--- config.mk ---
export PLATFORM = sky130hd
export DESIGN_NAME = msadc_seq_flat
export DESIGN_NICKNAME = d
export VERILOG_FILES = /design/src/rtl/msadc_if.sv /design/src/rtl/msadc_seq.sv /design/src/flat_wrapper.sv
export SDC_FILE = /design/constraint.sdc
export NUM_CORES = 1
export LEC_CHECK = 0
export CAP_MARGIN = 20
export CELL_PAD_IN_SITES_DETAIL_PLACEMENT = 1
export CELL_PAD_IN_SITES_GLOBAL_PLACEMENT = 1
export CORE_MARGIN = 2
export CORE_UTILIZATION = 42
export DETAILED_ROUTE_END_ITERATION = 10
export GPL_TIMING_DRIVEN = 1
export PLACE_DENSITY_LB_ADDON = 0.1
export SYNTH_ARGS = -nofsm -noshare
export SYNTH_HDL_FRONTEND = slang
export SYNTH_SLANG_ARGS = --single-unit
--- constraint.sdc ---
create_clock -name mclk -period 3.1 [get_ports mclk]
set_input_delay 0.465 -clock mclk [delete_from_list [all_inputs] [get_ports mclk]]
set_output_delay 0.465 -clock mclk [all_outputs]
set_load 0.01 [all_outputs]
--- src/rtl/msadc_if.sv ---
// Result handshake bundle for the multislope ADC sequencer.
// master: drives res_valid and the result fields; slave: drives res_ready.
interface msadc_if #(
  parameter int RUN_W = 15,
  parameter int RD_W  = 16
);
  logic             res_valid;
  logic             res_ready;
  logic [RUN_W-1:0] res_runup_cnt;
  logic [RUN_W-1:0] res_runup_set;
  logic             res_sign;
  logic [RD_W-1:0]  res_rundown;
  logic             res_ovf;

  modport master (
    output res_valid,
    output res_runup_cnt,
    output res_runup_set,
    output res_sign,
    output res_rundown,
    output res_ovf,
    input  res_ready
  );

  modport slave (
    input  res_valid,
    input  res_runup_cnt,
    input  res_runup_set,
    input  res_sign,
    input  res_rundown,
    input  res_ovf,
    output res_ready
  );
endinterface

--- src/rtl/msadc_seq.sv ---
// Multislope integrating-ADC sequencer: reset, run-up, settle, run-down.
// Ports: mclk/rst_n, start/comp_in (async), runup_set, sw_* switches, res (msadc_if.master), busy, state_dbg.
module msadc_seq #(
  parameter int PRE_DIV   = 40,
  parameter int RUN_W     = 15,
  parameter int RD_W      = 16,
  parameter int PERIOD    = 100,
  parameter int MIN_PH    = 10,
  parameter int SETTLE    = 20,
  parameter int RD_MAX    = 1200,
  parameter int RST_TICKS = 4000
) (
  input  logic             mclk,
  input  logic             rst_n,
  input  logic             start,
  input  logic             comp_in,
  input  logic [RUN_W-1:0] runup_set,
  output logic             sw_rst,
  output logic             sw_in,
  output logic             sw_vref,
  output logic             sw_up,
  output logic             sw_dn,
  msadc_if.master          res,
  output logic             busy,
  output logic [2:0]       state_dbg
);

  localparam logic [2:0] S_IDLE  = 3'd0;
  localparam logic [2:0] S_RESET = 3'd1;
  localparam logic [2:0] S_RUNUP = 3'd2;
  localparam logic [2:0] S_SETTL = 3'd3;
  localparam logic [2:0] S_RDOWN = 3'd4;
  localparam logic [2:0] S_DONE  = 3'd5;

  localparam int DIV_W = (PRE_DIV > 1) ? $clog2(PRE_DIV) : 1;

  logic             start_s1_q, start_s_q;
  logic             comp_s1_q, comp_s_q;
  logic [DIV_W-1:0] div_q;
  logic             tick;

  logic [2:0]       state_q, state_d;
  logic [31:0]      ph_q, ph_d;
  logic [31:0]      cph_q, cph_d;
  logic [RUN_W-1:0] cyc_q, cyc_d;
  logic [RUN_W-1:0] set_q, set_d;
  logic [RUN_W-1:0] cnt_q, cnt_d;
  logic             dec_q, dec_d;
  logic             sign_q, sign_d;
  logic [RD_W-1:0]  rd_q, rd_d;
  logic             gate_q, gate_d;
  logic             ovf_q, ovf_d;
  logic             load;

  logic             valid_q, valid_d;
  logic [RUN_W-1:0] r_cnt_q, r_set_q;
  logic             r_sign_q, r_ovf_q;
  logic [RD_W-1:0]  r_rd_q;

  logic sw_rst_d, sw_in_d, sw_vref_d, sw_up_d, sw_dn_d;
  logic sw_rst_q, sw_in_q, sw_vref_q, sw_up_q, sw_dn_q;

  assign tick = (div_q == DIV_W'(PRE_DIV - 1));

  always_ff @(posedge mclk or negedge rst_n) begin
    if (!rst_n) begin
      start_s1_q <= 1'b0;
      start_s_q  <= 1'b0;
      comp_s1_q  <= 1'b0;
      comp_s_q   <= 1'b0;
      div_q      <= '0;
    end else begin
      start_s1_q <= start;
      start_s_q  <= start_s1_q;
      comp_s1_q  <= comp_in;
      comp_s_q   <= comp_s1_q;
      div_q      <= tick ? '0 : div_q + DIV_W'(1);
    end
  end

  always_comb begin
    state_d = state_q;
    ph_d    = ph_q;
    cph_d   = cph_q;
    cyc_d   = cyc_q;
    set_d   = set_q;
    cnt_d   = cnt_q;
    dec_d   = dec_q;
    sign_d  = sign_q;
    rd_d    = rd_q;
    gate_d  = gate_q;
    ovf_d   = ovf_q;
    load    = 1'b0;
    case (state_q)
      S_IDLE: begin
        if (start_s_q) begin
          state_d = S_RESET;
          ph_d    = '0;
        end
      end
      S_RESET: begin
        if (!start_s_q) begin
          state_d = S_IDLE;
        end else if (tick) begin
          if (ph_q == 32'(RST_TICKS - 1)) begin
            state_d = S_RUNUP;
            set_d   = runup_set;
            cnt_d   = '0;
            cyc_d   = '0;
            cph_d   = '0;
            dec_d   = 1'b0;
          end else begin
            ph_d = ph_q + 32'd1;
          end
        end
      end
      S_RUNUP: begin
        if (!start_s_q) begin
          state_d = S_IDLE;
        end else if (tick) begin
          if (cph_q == 32'(PERIOD - 1)) begin
            cph_d = '0;
            // final cycle's comparator sample is deliberately dropped
            if (cyc_q == set_q) begin
              state_d = S_SETTL;
              ph_d    = '0;
            end else begin
              cyc_d = cyc_q + RUN_W'(1);
              dec_d = comp_s_q;
              cnt_d = cnt_q + RUN_W'(comp_s_q);
            end
          end else begin
            cph_d = cph_q + 32'd1;
          end
        end
      end
      S_SETTL: begin
        if (!start_s_q) begin
          state_d = S_IDLE;
        end else if (tick) begin
          if (ph_q == 32'(SETTLE - 1)) begin
            state_d = S_RDOWN;
            sign_d  = comp_s_q;
            ph_d    = '0;
            rd_d    = '0;
            gate_d  = 1'b1;
            ovf_d   = 1'b0;
          end else begin
            ph_d = ph_q + 32'd1;
          end
        end
      end
      S_RDOWN: begin
        if (!start_s_q) begin
          state_d = S_IDLE;
        end else begin
          if (gate_q) begin
            if (comp_s_q != sign_q) gate_d = 1'b0;
            else if (&rd_q)         ovf_d  = 1'b1;
            else                    rd_d   = rd_q + RD_W'(1);
          end
          if (tick) begin
            if (ph_q == 32'(RD_MAX - 1)) begin
              ovf_d   = ovf_d | gate_d;
              state_d = S_DONE;
            end else begin
              ph_d = ph_q + 32'd1;
            end
          end
        end
      end
      S_DONE: begin
        // park here under backpressure; never overwrite an unread result
        if (!valid_q || res.res_ready) begin
          load    = 1'b1;
          state_d = start_s_q ? S_RESET : S_IDLE;
          ph_d    = '0;
        end
      end
      default: state_d = S_IDLE;
    endcase
  end

  always_comb begin
    valid_d = valid_q;
    if (load)                        valid_d = 1'b1;
    else if (valid_q && res.res_ready) valid_d = 1'b0;
  end

  // switches follow the next state so they line up with state_q
  always_comb begin
    sw_rst_d  = 1'b0;
    sw_in_d   = 1'b0;
    sw_vref_d = 1'b0;
    sw_up_d   = 1'b0;
    sw_dn_d   = 1'b0;
    case (state_d)
      S_RUNUP: begin
        sw_in_d   = 1'b1;
        sw_vref_d = 1'b1;
        sw_dn_d   = dec_d ? (cph_d < 32'(MIN_PH))
                          : (cph_d < 32'(PERIOD - MIN_PH));
        sw_up_d   = !sw_dn_d;
      end
      S_SETTL: ;
      S_RDOWN: begin
        sw_up_d = sign_d;
        sw_dn_d = !sign_d;
      end
      default: begin
        sw_rst_d  = 1'b1;
        sw_vref_d = 1'b1;
      end
    endcase
  end

  always_ff @(posedge mclk or negedge rst_n) begin
    if (!rst_n) begin
      state_q  <= S_IDLE;
      ph_q     <= '0;
      cph_q    <= '0;
      cyc_q    <= '0;
      set_q    <= '0;
      cnt_q    <= '0;
      dec_q    <= 1'b0;
      sign_q   <= 1'b0;
      rd_q     <= '0;
      gate_q   <= 1'b0;
      ovf_q    <= 1'b0;
      valid_q  <= 1'b0;
      r_cnt_q  <= '0;
      r_set_q  <= '0;
      r_sign_q <= 1'b0;
      r_rd_q   <= '0;
      r_ovf_q  <= 1'b0;
      sw_rst_q  <= 1'b1;
      sw_in_q   <= 1'b0;
      sw_vref_q <= 1'b1;
      sw_up_q   <= 1'b0;
      sw_dn_q   <= 1'b0;
    end else begin
      state_q <= state_d;
      ph_q    <= ph_d;
      cph_q   <= cph_d;
      cyc_q   <= cyc_d;
      set_q   <= set_d;
      cnt_q   <= cnt_d;
      dec_q   <= dec_d;
      sign_q  <= sign_d;
      rd_q    <= rd_d;
      gate_q  <= gate_d;
      ovf_q   <= ovf_d;
      valid_q <= valid_d;
      if (load) begin
        r_cnt_q  <= cnt_q;
        r_set_q  <= set_q;
        r_sign_q <= sign_q;
        r_rd_q   <= rd_q;
        r_ovf_q  <= ovf_q;
      end
      sw_rst_q  <= sw_rst_d;
      sw_in_q   <= sw_in_d;
      sw_vref_q <= sw_vref_d;
      sw_up_q   <= sw_up_d;
      sw_dn_q   <= sw_dn_d;
    end
  end

  assign sw_rst  = sw_rst_q;
  assign sw_in   = sw_in_q;
  assign sw_vref = sw_vref_q;
  assign sw_up   = sw_up_q;
  assign sw_dn   = sw_dn_q;

  assign res.res_valid     = valid_q;
  assign res.res_runup_cnt = r_cnt_q;
  assign res.res_runup_set = r_set_q;
  assign res.res_sign      = r_sign_q;
  assign res.res_rundown   = r_rd_q;
  assign res.res_ovf       = r_ovf_q;

  assign busy      = (state_q != S_IDLE);
  assign state_dbg = state_q;

endmodule
--- src/flat_wrapper.sv ---
// flat-port wrapper written by rule: the top's interface ports become plain ports
module msadc_seq_flat 
#(
  parameter int PRE_DIV   = 40,
  parameter int RUN_W     = 15,
  parameter int RD_W      = 16,
  parameter int PERIOD    = 100,
  parameter int MIN_PH    = 10,
  parameter int SETTLE    = 20,
  parameter int RD_MAX    = 1200,
  parameter int RST_TICKS = 4000
)
  (mclk, rst_n, start, comp_in, runup_set, sw_rst, sw_in, sw_vref, sw_up, sw_dn, busy, state_dbg, res_res_valid, res_res_runup_cnt, res_res_runup_set, res_res_sign, res_res_rundown, res_res_ovf, res_res_ready);
  msadc_if #(.RUN_W(RUN_W), .RD_W(RD_W)) res_i ();
  input  logic mclk;
  input  logic rst_n;
  input  logic start;
  input  logic comp_in;
  input  logic [RUN_W-1:0] runup_set;
  output logic sw_rst;
  output logic sw_in;
  output logic sw_vref;
  output logic sw_up;
  output logic sw_dn;
  output logic busy;
  output logic [2:0] state_dbg;
  output wire logic [$bits(res_i.res_valid)-1:0] res_res_valid;
  output wire logic [$bits(res_i.res_runup_cnt)-1:0] res_res_runup_cnt;
  output wire logic [$bits(res_i.res_runup_set)-1:0] res_res_runup_set;
  output wire logic [$bits(res_i.res_sign)-1:0] res_res_sign;
  output wire logic [$bits(res_i.res_rundown)-1:0] res_res_rundown;
  output wire logic [$bits(res_i.res_ovf)-1:0] res_res_ovf;
  input wire logic [$bits(res_i.res_ready)-1:0] res_res_ready;
  assign res_res_valid = res_i.res_valid;
  assign res_res_runup_cnt = res_i.res_runup_cnt;
  assign res_res_runup_set = res_i.res_runup_set;
  assign res_res_sign = res_i.res_sign;
  assign res_res_rundown = res_i.res_rundown;
  assign res_res_ovf = res_i.res_ovf;
  assign res_i.res_ready = res_res_ready;
  msadc_seq #(.PRE_DIV(PRE_DIV), .RUN_W(RUN_W), .RD_W(RD_W), .PERIOD(PERIOD), .MIN_PH(MIN_PH), .SETTLE(SETTLE), .RD_MAX(RD_MAX), .RST_TICKS(RST_TICKS)) u_core (.mclk(mclk), .rst_n(rst_n), .start(start), .comp_in(comp_in), .runup_set(runup_set), .sw_rst(sw_rst), .sw_in(sw_in), .sw_vref(sw_vref), .sw_up(sw_up), .sw_dn(sw_dn), .res(res_i), .busy(busy), .state_dbg(state_dbg));
endmodule
Word level (Yosys, flattened, before mapping)
Cells that the tools add are included.

word-level totals
  bits in registers = 196
  latch bits = 0
  RAM bits = 0
  ROM bits = 0
  input bits = 20
  output and inout port bits = 58
  memories = 0

operators by class
  add/sub/neg operators = 6
  $mul = 0
  div/mod/pow operators = 0
  order comparisons = 2
  equal/unequal tests = 35
  shift operators = 0
  multiplexer cells = 105
  bitwise logic cells = 1
  reduce and logical (&&, ||, !) cells = 19

operators by type and width
  cell                                                         count
  2-to-1 mux 32 bit                                            21
  case mux 32 bit (6 select lines)                             1
  2-to-1 mux 15 bit                                            11
  2-to-1 mux 16 bit                                            7
  adder 32 x 1 -> 32 bit, second input constant                2
  case mux 32 bit (2 select lines)                             1
  case mux 15 bit (2 select lines)                             2
  2-to-1 mux 3 bit                                             15
  2-to-1 mux 1 bit                                             39
  equality test 32 x 11 -> 1 bit, second input constant        1
  equality test 32 x 12 -> 1 bit, second input constant        1
  equality test 32 x 5 -> 1 bit, second input constant         1
  equality test 32 x 7 -> 1 bit, second input constant         1
  less-than comparator 32 x 4 -> 1 bit, second input constant  1
  less-than comparator 32 x 7 -> 1 bit, second input constant  1
  case mux 16 bit (2 select lines)                             1
  != test 2 x 1 -> 1 bit, second input constant                15
  case mux 3 bit (6 select lines)                              1
  adder 16 x 1 -> 16 bit, second input constant                1
  AND reduction 16 bit                                         1
  AND reduction 8 bit                                          2
  adder 15 x 1 -> 15 bit                                       1
  adder 15 x 1 -> 15 bit, second input constant                1
  equality test 15 bit                                         1
  22 further kinds                                             39

Depth between registers and ports, before layout
Gate-level depths: netlist of run 1.

  word-level depth = 11
  depth in mapped cells = 12
  mapped depth without buffers = 10

Worst setup path before layout of run 1
OpenSTA, ideal clock, no wires.

  path kind = flip-flop to flip-flop
  from = register u_core.ph_q[12]
  to = register u_core.sw_dn_q (netlist: u_core.sw_dn)
  setup time = 0.080 ns
  arrival = 2.941 ns
  required time = 3.020 ns
  path slack = 0.079 ns
  cell stages (with the launch flop) = 11
  period minus slack after synthesis = 3.021 ns
  path through = dfrtp_1 -> or4_4 -> or3_4 -> nor3_4 -> a21boi_2 -> nor3_2 -> nor2_1 -> or3_1 -> buf_6 -> or4b_4 -> o22ai_2

RTL lines
  element                                                              line                                                  text
  start, declared                                                      msadc_seq.sv:43                                       logic [31:0] ph_q, ph_d;
  start signal, assigned                                               msadc_seq.sv:243                                      ph_q <= ph_d;
  equality test 32 x 11 -> 1 bit, or another cell as far along         msadc_seq.sv:163                                      if (ph_q == 32'(RD_MAX - 1)) begin
  2-to-1 mux 3 bit, on equally long branches                           msadc_seq.sv:163, msadc_seq.sv:105, msadc_seq.sv:141
  2-to-1 mux 3 bit, on equally long branches                           msadc_seq.sv:162, msadc_seq.sv:104, msadc_seq.sv:140
  2-to-1 mux 3 bit, on equally long branches                           msadc_seq.sv:154, msadc_seq.sv:102, msadc_seq.sv:138
  case mux 3 bit (6 select lines) (*)                                  msadc_seq.sv:94                                       case (state_q)
  net u_core.state_d[0]                                                msadc_seq.sv:42                                       logic [2:0] state_q, state_d;
  equality test 3 bit or equality test 3 x 2 -> 1 bit (tied branches)  msadc_seq.sv:197                                      case (state_d)
  case mux 1 bit (2 select lines) (*)                                  msadc_seq.sv:197
  net u_core.sw_dn_d                                                   msadc_seq.sv:60                                       logic sw_rst_d, sw_in_d, sw_vref_d, sw_up_d, sw_dn_d;
  end signal, assigned                                                 msadc_seq.sv:265                                      sw_dn_q <= sw_dn_d;
  end, declared                                                        msadc_seq.sv:61                                       logic sw_rst_q, sw_in_q, sw_vref_q, sw_up_q, sw_dn_q;

Mark *: on every way through the listed nets, which the timed path passes. The rest lies on a longest branch.
A chain may end at the register's enable or synchronous reset.

Worst setup path after layout of run 1
  from = register u_core.cph_q[11]
  to = register u_core.sw_dn_q (netlist: u_core.sw_dn)

between the ends
  cells in the longest elaborated chain, start to end = 8

RTL lines
  element                                                                                       line                                text
  start, declared                                                                               msadc_seq.sv:44                     logic [31:0] cph_q, cph_d;
  start signal, assigned                                                                        msadc_seq.sv:244                    cph_q <= cph_d;
  adder 32 x 1 -> 32 bit or equality test 32 x 7 -> 1 bit (tied branches)                       msadc_seq.sv:133, msadc_seq.sv:121
  2-to-1 mux 32 bit (*)                                                                         msadc_seq.sv:121                    if (cph_q == 32'(PERIOD - 1)) begin
  2-to-1 mux 32 bit (*)                                                                         msadc_seq.sv:120                    end else if (tick) begin
  2-to-1 mux 32 bit (*)                                                                         msadc_seq.sv:118                    if (!start_s_q) begin
  case mux 32 bit (2 select lines) (*)                                                          msadc_seq.sv:94
  net u_core.cph_d[27]                                                                          msadc_seq.sv:44
  less-than comparator 32 x 7 -> 1 bit or less-than comparator 32 x 4 -> 1 bit (tied branches)  msadc_seq.sv:202, msadc_seq.sv:201
  2-to-1 mux 1 bit (*)                                                                          msadc_seq.sv:201                    sw_dn_d = dec_d ? (cph_d < 32'(MIN_PH))
  case mux 1 bit (2 select lines) (*)                                                           msadc_seq.sv:197
  net u_core.sw_dn_d                                                                            msadc_seq.sv:60

Marked as above.

==> results of run 1 <==
worst max-delay path: stages, from the launching register on:
cell      delay [ns]
dfrtp_1         0.52
nand2_1         0.16
nor4_1          0.33
buf_4           0.24
nand4_1         0.17
and3_1          0.24
a211o_1         0.28
nor4_1          0.34
nand4b_1        0.16
or4b_4          0.50
o22ai_2         0.12
cell families after synthesis:
family	count (synthesis)
AO/OA/AOI/OAI	105
multiplexers	59
AND/OR/NAND/NOR	477
adder cells (fa/ha/maj)	7
buffers and inverters	71
XOR/XNOR	84
flip-flops	196
flip-flops by register name (all words and copies together), names as in the netlist, 15 cells and up:
| signal | flops |
|---|---|
| u_core.cph_q | 32 |
| u_core.ph_q | 32 |
| u_core.rd_q | 16 |
| u_core.res.res_rundown | 16 |
| u_core.cnt_q | 15 |
| u_core.cyc_q | 15 |
| u_core.res.res_runup_cnt | 15 |
| u_core.res.res_runup_set | 15 |
| u_core.set_q | 15 |
worst paths after layout:
path,start,to,slack (ns)
setup / recovery,u_core.cph_q[11]$_DFF_PN0_,u_core.sw_dn$_DFF_PN0_,-0.03
hold / removal,rst_n,u_core.cph_q[25]$_DFF_PN0_,0.02
setup reg to reg,u_core.cph_q[11]$_DFF_PN0_,u_core.sw_dn$_DFF_PN0_,-0.03
hold reg to reg,u_core.start_s1_q$_DFF_PN0_,u_core.start_s_q$_DFF_PN0_,0.35
max in group asynchronous,rst_n,u_core.sw_vref$_DFF_PN1_,2.11
min in group mclk,u_core.start_s1_q$_DFF_PN0_,u_core.start_s_q$_DFF_PN0_,0.35
where the power goes:
group	leakage (nW)	internal (mW)	switching, mW
registers	2.63	2.58	0.0201
logic	2.87	0.110	0.188
clock network	0.294	1.10	1.16
total	5.80	3.79	1.37
Yosys cell counts, drive strengths merged, types with 7 or more instances:
master and number:
a21oi 21, and3 31, and4 8, buf 12, clkbuf 37, dfrtp 194
ha 7, inv 22, mux2 51, mux2i 8, nand2 112, nand3 51
nand4 38, nor2 104, nor3 35, nor4 34, o21ai 36, o31ai 7
or3 14, or4 8, xnor2 54, xor2 30
per-stage QoR:
stage	TNS, ns	hold WS (ns)	worst slack (ns)
finish	-0.0342	0.0201	-0.0270
global route	-0.497	0.0544	-0.182
CTS	-0.00627	0.0351	-0.00627
detailed placement	-0.357	0.336	-0.146
global placement	-0.300	0.335	-0.0973
floorplan	0	0.169	0.0785
area by class of cell:
class                   count  area [um^2]  area share
clock buffers              18          429      0.0337
inverters                  22         82.6     0.00648
multi-input cells         732         4990       0.392
well taps                 319          399      0.0313
clock inverters            14          180      0.0141
flip-flops and latches    196         4910       0.385
repair buffers            199         1760       0.138
what timing repair did:
item / in CTS / in global routing
resized for setup: 18 / 47
setup endpoints to repair: 18 / 47
hold buffers: 0 / 0
hold endpoints to repair: 0 / 0
pin swaps: 0 / 23
setup buffers: 0 / 17
routing by layer:
metal,vias up,global-route usage,wire length (um)
met2,138,0.392,14200
li1,3893,-,-
met5,-,0,0
met4,0,0.0805,519
met1,4213,0.330,13200
met3,34,0.0339,936
==> impl_metrics.toml, run 1 <==
[run_status]
status = "finished with violations"
failed_checks = "setup timing"

[setup_path]
worst_setup_path_end_kind = "register"
required_ns = 3.47
rr_worst_depth = 10
critPathMaxFanout = 9
crit_type = "reg -> reg"
startpoint_type = "register"
crit_arrival_ns = 3.50

[clock_tree]
clock_sinks = 196
tritoncts = "yes"
clock_path_buffers = 2
clk_latency_ns = 0.45
clk_pin_slew_ns = 0.08
numCtsBuffers = 17
root_buffer = "clkbuf_16"
cts_max_level = 4

[finish]
drive_gt1_frac = 0.244
num_antenna_cells = 0
final_common_cell = "dfrtp_1"
utilization = 0.548
layout.nets = 1195
area_growth_pct = 29.1
layout.cells.non_filler = 1500
fillers = 2568
stdcell_area_um2 = 12700
layout_common_cells = "194 x dfrtp_1, 115 x buf_4, 112 x nand2_1"

[pwr]
power_mw = 5.16
powerDensity_nw_per_um2 = 405
leakage_nw = 5.80
vdd_drop_max_uv = 326

[detailed_routing]
remaining_drc_errors = 0
drtPass1Iterations = 4
drt_iter0_markers = 411
wire_per_inst_um = 19.2
vias_per_cell = 5.52
ant_nets = 0
vias = 8278
wirelength_um = 28800

[yosys]
synth_area_um2 = 9880
synth_xor_area_frac = 0.0745
synth.distinct_cells = 74
synth_compound_area_frac = 0.0693
ys.flop_type = "dfrtp_1"
netlist_instances = 999
synth_fp_nets = 1026
synthAdderAreaFrac = 0.00887
yosys.area.top_type_share = 0.492
yosys.area.top_type = "dfrtp_1"
synth_warnings = 0
synth_area_per_cell_um2 = 9.89
synth_mux_area_frac = 0.0663
ys_ff_latch = 196
synth_edf_count = 0
synthSimpleGateAreaFrac = 0.254
netlist_top_cells_area = "dfrtp_1 49%, mux2_2 5.8%, xnor2_1 4.8%, nand2_1 4.3%, nor2_1 3.9%"
async_reset_ff_frac = 1.00
synth_top_family_by_area = "simple AND/OR/NAND/NOR gates"
yosysSeqAreaShare = 0.497

[die]
rows = 56
start_util = 0.425
chipHeight_um = 157
pin_count = 78
die_w_um = 157
core_area_um2 = 23300
dieArea_um2 = 24800

[sta]
relSlewSlack = 0.530
clock_skew_ns = 0.0200
drv_slew = 0
period_minus_slack_ns = 3.13
setup_slack_ns = -0.0270
tightest_slew_ns = 0.702
period_share = 1.01
max_freq_ghz = 0.320
report.final.hold_viol_count = 0
finalSetupViolations = 2
rsz0062_at_grt = "true"

[grt]
grt-ovfl-total = 0
grt_pass1_vias = 8569
grtUsageTotal = 0.240
grt_antenna_before_repair = 0
grt_max_degree = 72
grt_pass1_wl_um = 46400

[worst_hold_path]
worstHoldPathType = "in -> async"

[placed_design]
placed_area_um2 = 11700
dp_cells = 1451
place.gp.congestion = 0.886
portBuffers = 77
hpwl_um = 20400

[run]
maxCapViolCount = 0
Power figures use the tool's default switching activity.
==> inputs of run 2 (changes only) <==
--- a/config.mk
+++ b/config.mk
@@ -11,6 +11,7 @@
 export CORE_MARGIN = 2
 export CORE_UTILIZATION = 42
 export DETAILED_ROUTE_END_ITERATION = 10
+export GPL_ROUTABILITY_DRIVEN = 0
 export GPL_TIMING_DRIVEN = 1
 export PLACE_DENSITY_LB_ADDON = 0.1
 export SYNTH_ARGS = -nofsm -noshare
==> results of run 2 <==
No change in the layout: final DEF, timing and power equal those of run 1.
==> inputs of run 3 (changes only) <==
--- a/config.mk
+++ b/config.mk
@@ -8,8 +8,9 @@
 export CAP_MARGIN = 20
 export CELL_PAD_IN_SITES_DETAIL_PLACEMENT = 1
 export CELL_PAD_IN_SITES_GLOBAL_PLACEMENT = 1
-export CORE_MARGIN = 2
+export CORE_MARGIN = 8
 export CORE_UTILIZATION = 42
+export CTS_CLUSTER_SIZE = 8
 export DETAILED_ROUTE_END_ITERATION = 10
 export GPL_ROUTABILITY_DRIVEN = 0
 export GPL_TIMING_DRIVEN = 1
==> run 3 against run 2 <==
The run still ends with setup timing left. Final area decreased by 0.64%. Count of clock-buffer cells in the layout is the same. Core utilization decreased by 0.35 points. Clock skew decreased by 0.0059 ns. Fmax shrank 0.45%. Sequential power about the same. Combinational power shrank 2%. Global-route usage down 2.9 points. Worst hold slack gained 0.019 ns. Critical endpoint is now u_core.sw_up$_DFF_PN0_. Largest power group unchanged.
==> impl_metrics.toml, run 3 (synthesis results as in run 1) <==
[run_status]
status = "finished with violations"
failed_checks = "setup timing"

[clock_tree]
clock_path_buffers = 2
clk_latency_ns = 0.44
cts_max_level = 4
numCtsBuffers = 17
clock_sinks = 196
root_buffer = "clkbuf_16"
clk_pin_slew_ns = 0.08
tritoncts = "yes"
ctsHoldBuffers = 0

[sta]
clock_skew_ns = 0.0141
finalSetupViolations = 2
rsz0062_at_grt = "true"
setup_tns_ns = -0.0801
report.final.hold_viol_count = 0
relSlewSlack = 0.542
setup_slack_ns = -0.0411
holdWs_ns = 0.0391
drv_slew = 0
period_share = 1.01
tightest_slew_ns = 0.687
period_minus_slack_ns = 3.14
max_freq_ghz = 0.318

[pwr]
vdd_drop_max_uv = 300
switchingPower_mw = 1.33
switching_share = 0.261
power.share.sequential = 0.509
pwr-share-comb = 0.057
power.share.clock = 0.433
power_mw = 5.11
powerDensity_nw_per_um2 = 403
intPower_mw = 3.78
leakage_nw = 5.79

[grt]
grt_antenna_before_repair = 0
grtUsageMet2 = 0.357
met3_usage = 0.0405
grt-ovfl-total = 0
met1_usage = 0.273
grt-busiest-layer = "met2"
grt_pass1_vias = 9049
grt_max_degree = 76
grt_pass1_wl_um = 48600
grtUsageTotal = 0.211

[finish]
drive_gt1_frac = 0.232
area_growth_pct = 28.3
layout.nets = 1207
utilization = 0.545
num_antenna_cells = 0
reg_top3 = "u_core.cph_q x32, u_core.ph_q x32"
layout_common_cells = "194 x dfrtp_1, 129 x buf_4, 112 x nand2_1"
stdcell_area_um2 = 12700
final_common_cell = "dfrtp_1"

[setup_path]
startpoint_type = "register"
rr_startpoint = "u_core.ph_q[5]$_DFFE_PN0P_"
crit_path_start = "u_core.ph_q[5]$_DFFE_PN0P_"
worst_setup_path_end_kind = "register"
critPathMaxFanout = 8
required_ns = 3.42
crit_type = "reg -> reg"
crit_arrival_ns = 3.46

[die]
core_area_um2 = 23300
pin_count = 78
chipHeight_um = 169
start_util = 0.425
die_w_um = 169
rows = 56
dieArea_um2 = 28700

[detailed_routing]
wire_per_inst_um = 19.6
wirelength_um = 29700
remaining_drc_errors = 0
vias = 8380
vias_per_cell = 5.54
drtPass1Iterations = 5
drt_iter0_markers = 467
ant_nets = 0

[placed_design]
portBuffers = 77
placed_area_um2 = 11800
hpwl_um = 21400

[worst_hold_path]
worstHoldPathType = "in -> async"

[run]
maxCapViolCount = 0
-- run 3: area by class of cell --
cell class	count	area, um^2
well taps	319	399
repair buffers	211	1830
clock inverters	14	161
flip-flops and latches	196	4910
inverters	22	82.6
clock buffers	18	429
multi-input cells	732	4850
fillers	2616	10600
-- run 3: through the flow --
stage,setup slack (ns),cells
3_3_place_gp,-0.164,1469
4_1_cts,-0.00322,1501
3_5_place_dp,-0.148,1469
5_1_grt,-0.162,1512
2_1_floorplan,0.0785,999
6_report,-0.0411,1512
-- run 3: power groups by stage --
stage / Combinational (mW) / Clock, mW / Sequential [mW]
detailed placement: 0.293 / 0 / 2.65
finish: 0.293 / 2.21 / 2.60
global route: 0.328 / 2.37 / 2.61
global placement: 0.286 / 0 / 2.65
floorplan: 0.126 / 0 / 2.65
CTS: 0.296 / 2.28 / 2.60
-- run 3: timing repair --
action | 4_1_cts | 5_1_grt
hold endpoints to repair | 0 | 0
gates resized for setup | 7 | 29
buffers inserted | 0 | 11
pin swaps | 2 | 16
setup endpoints to repair | 26 | 44
-- run 3: path summary, 6_finish.rpt --
check,end,slack (ns),cells past startpoint
min in group mclk,u_core.comp_s_q$_DFF_PN0_,0.36,0
hold / removal,u_core.ph_q[16]$_DFFE_PN0P_,0.04,1
setup reg to reg,u_core.sw_up$_DFF_PN0_,-0.04,9
hold reg to reg,u_core.comp_s_q$_DFF_PN0_,0.36,0
setup / recovery,u_core.sw_up$_DFF_PN0_,-0.04,9
max in group asynchronous,u_core.res.res_runup_cnt[4]$_DFFE_PN0P_,2.28,2
-- run 3: critical path, stage by stage, from the launching register on --
cell	delay (ns)
dfrtp_1	0.41
or4b_4	0.59
nor4_4	0.27
and3_4	0.26
nor2_4	0.07
a211o_1	0.38
nor4_4	0.31
nand4b_1	0.18
or3_1	0.39
o21a_1	0.19
-- run 3: layer usage --
layer  vias to the layer above  wire [um]
met1                      4273      13100
met5                         -          0
met3                        39       1270
li1                       3910          -
met4                         0        473
met2                       158      14900
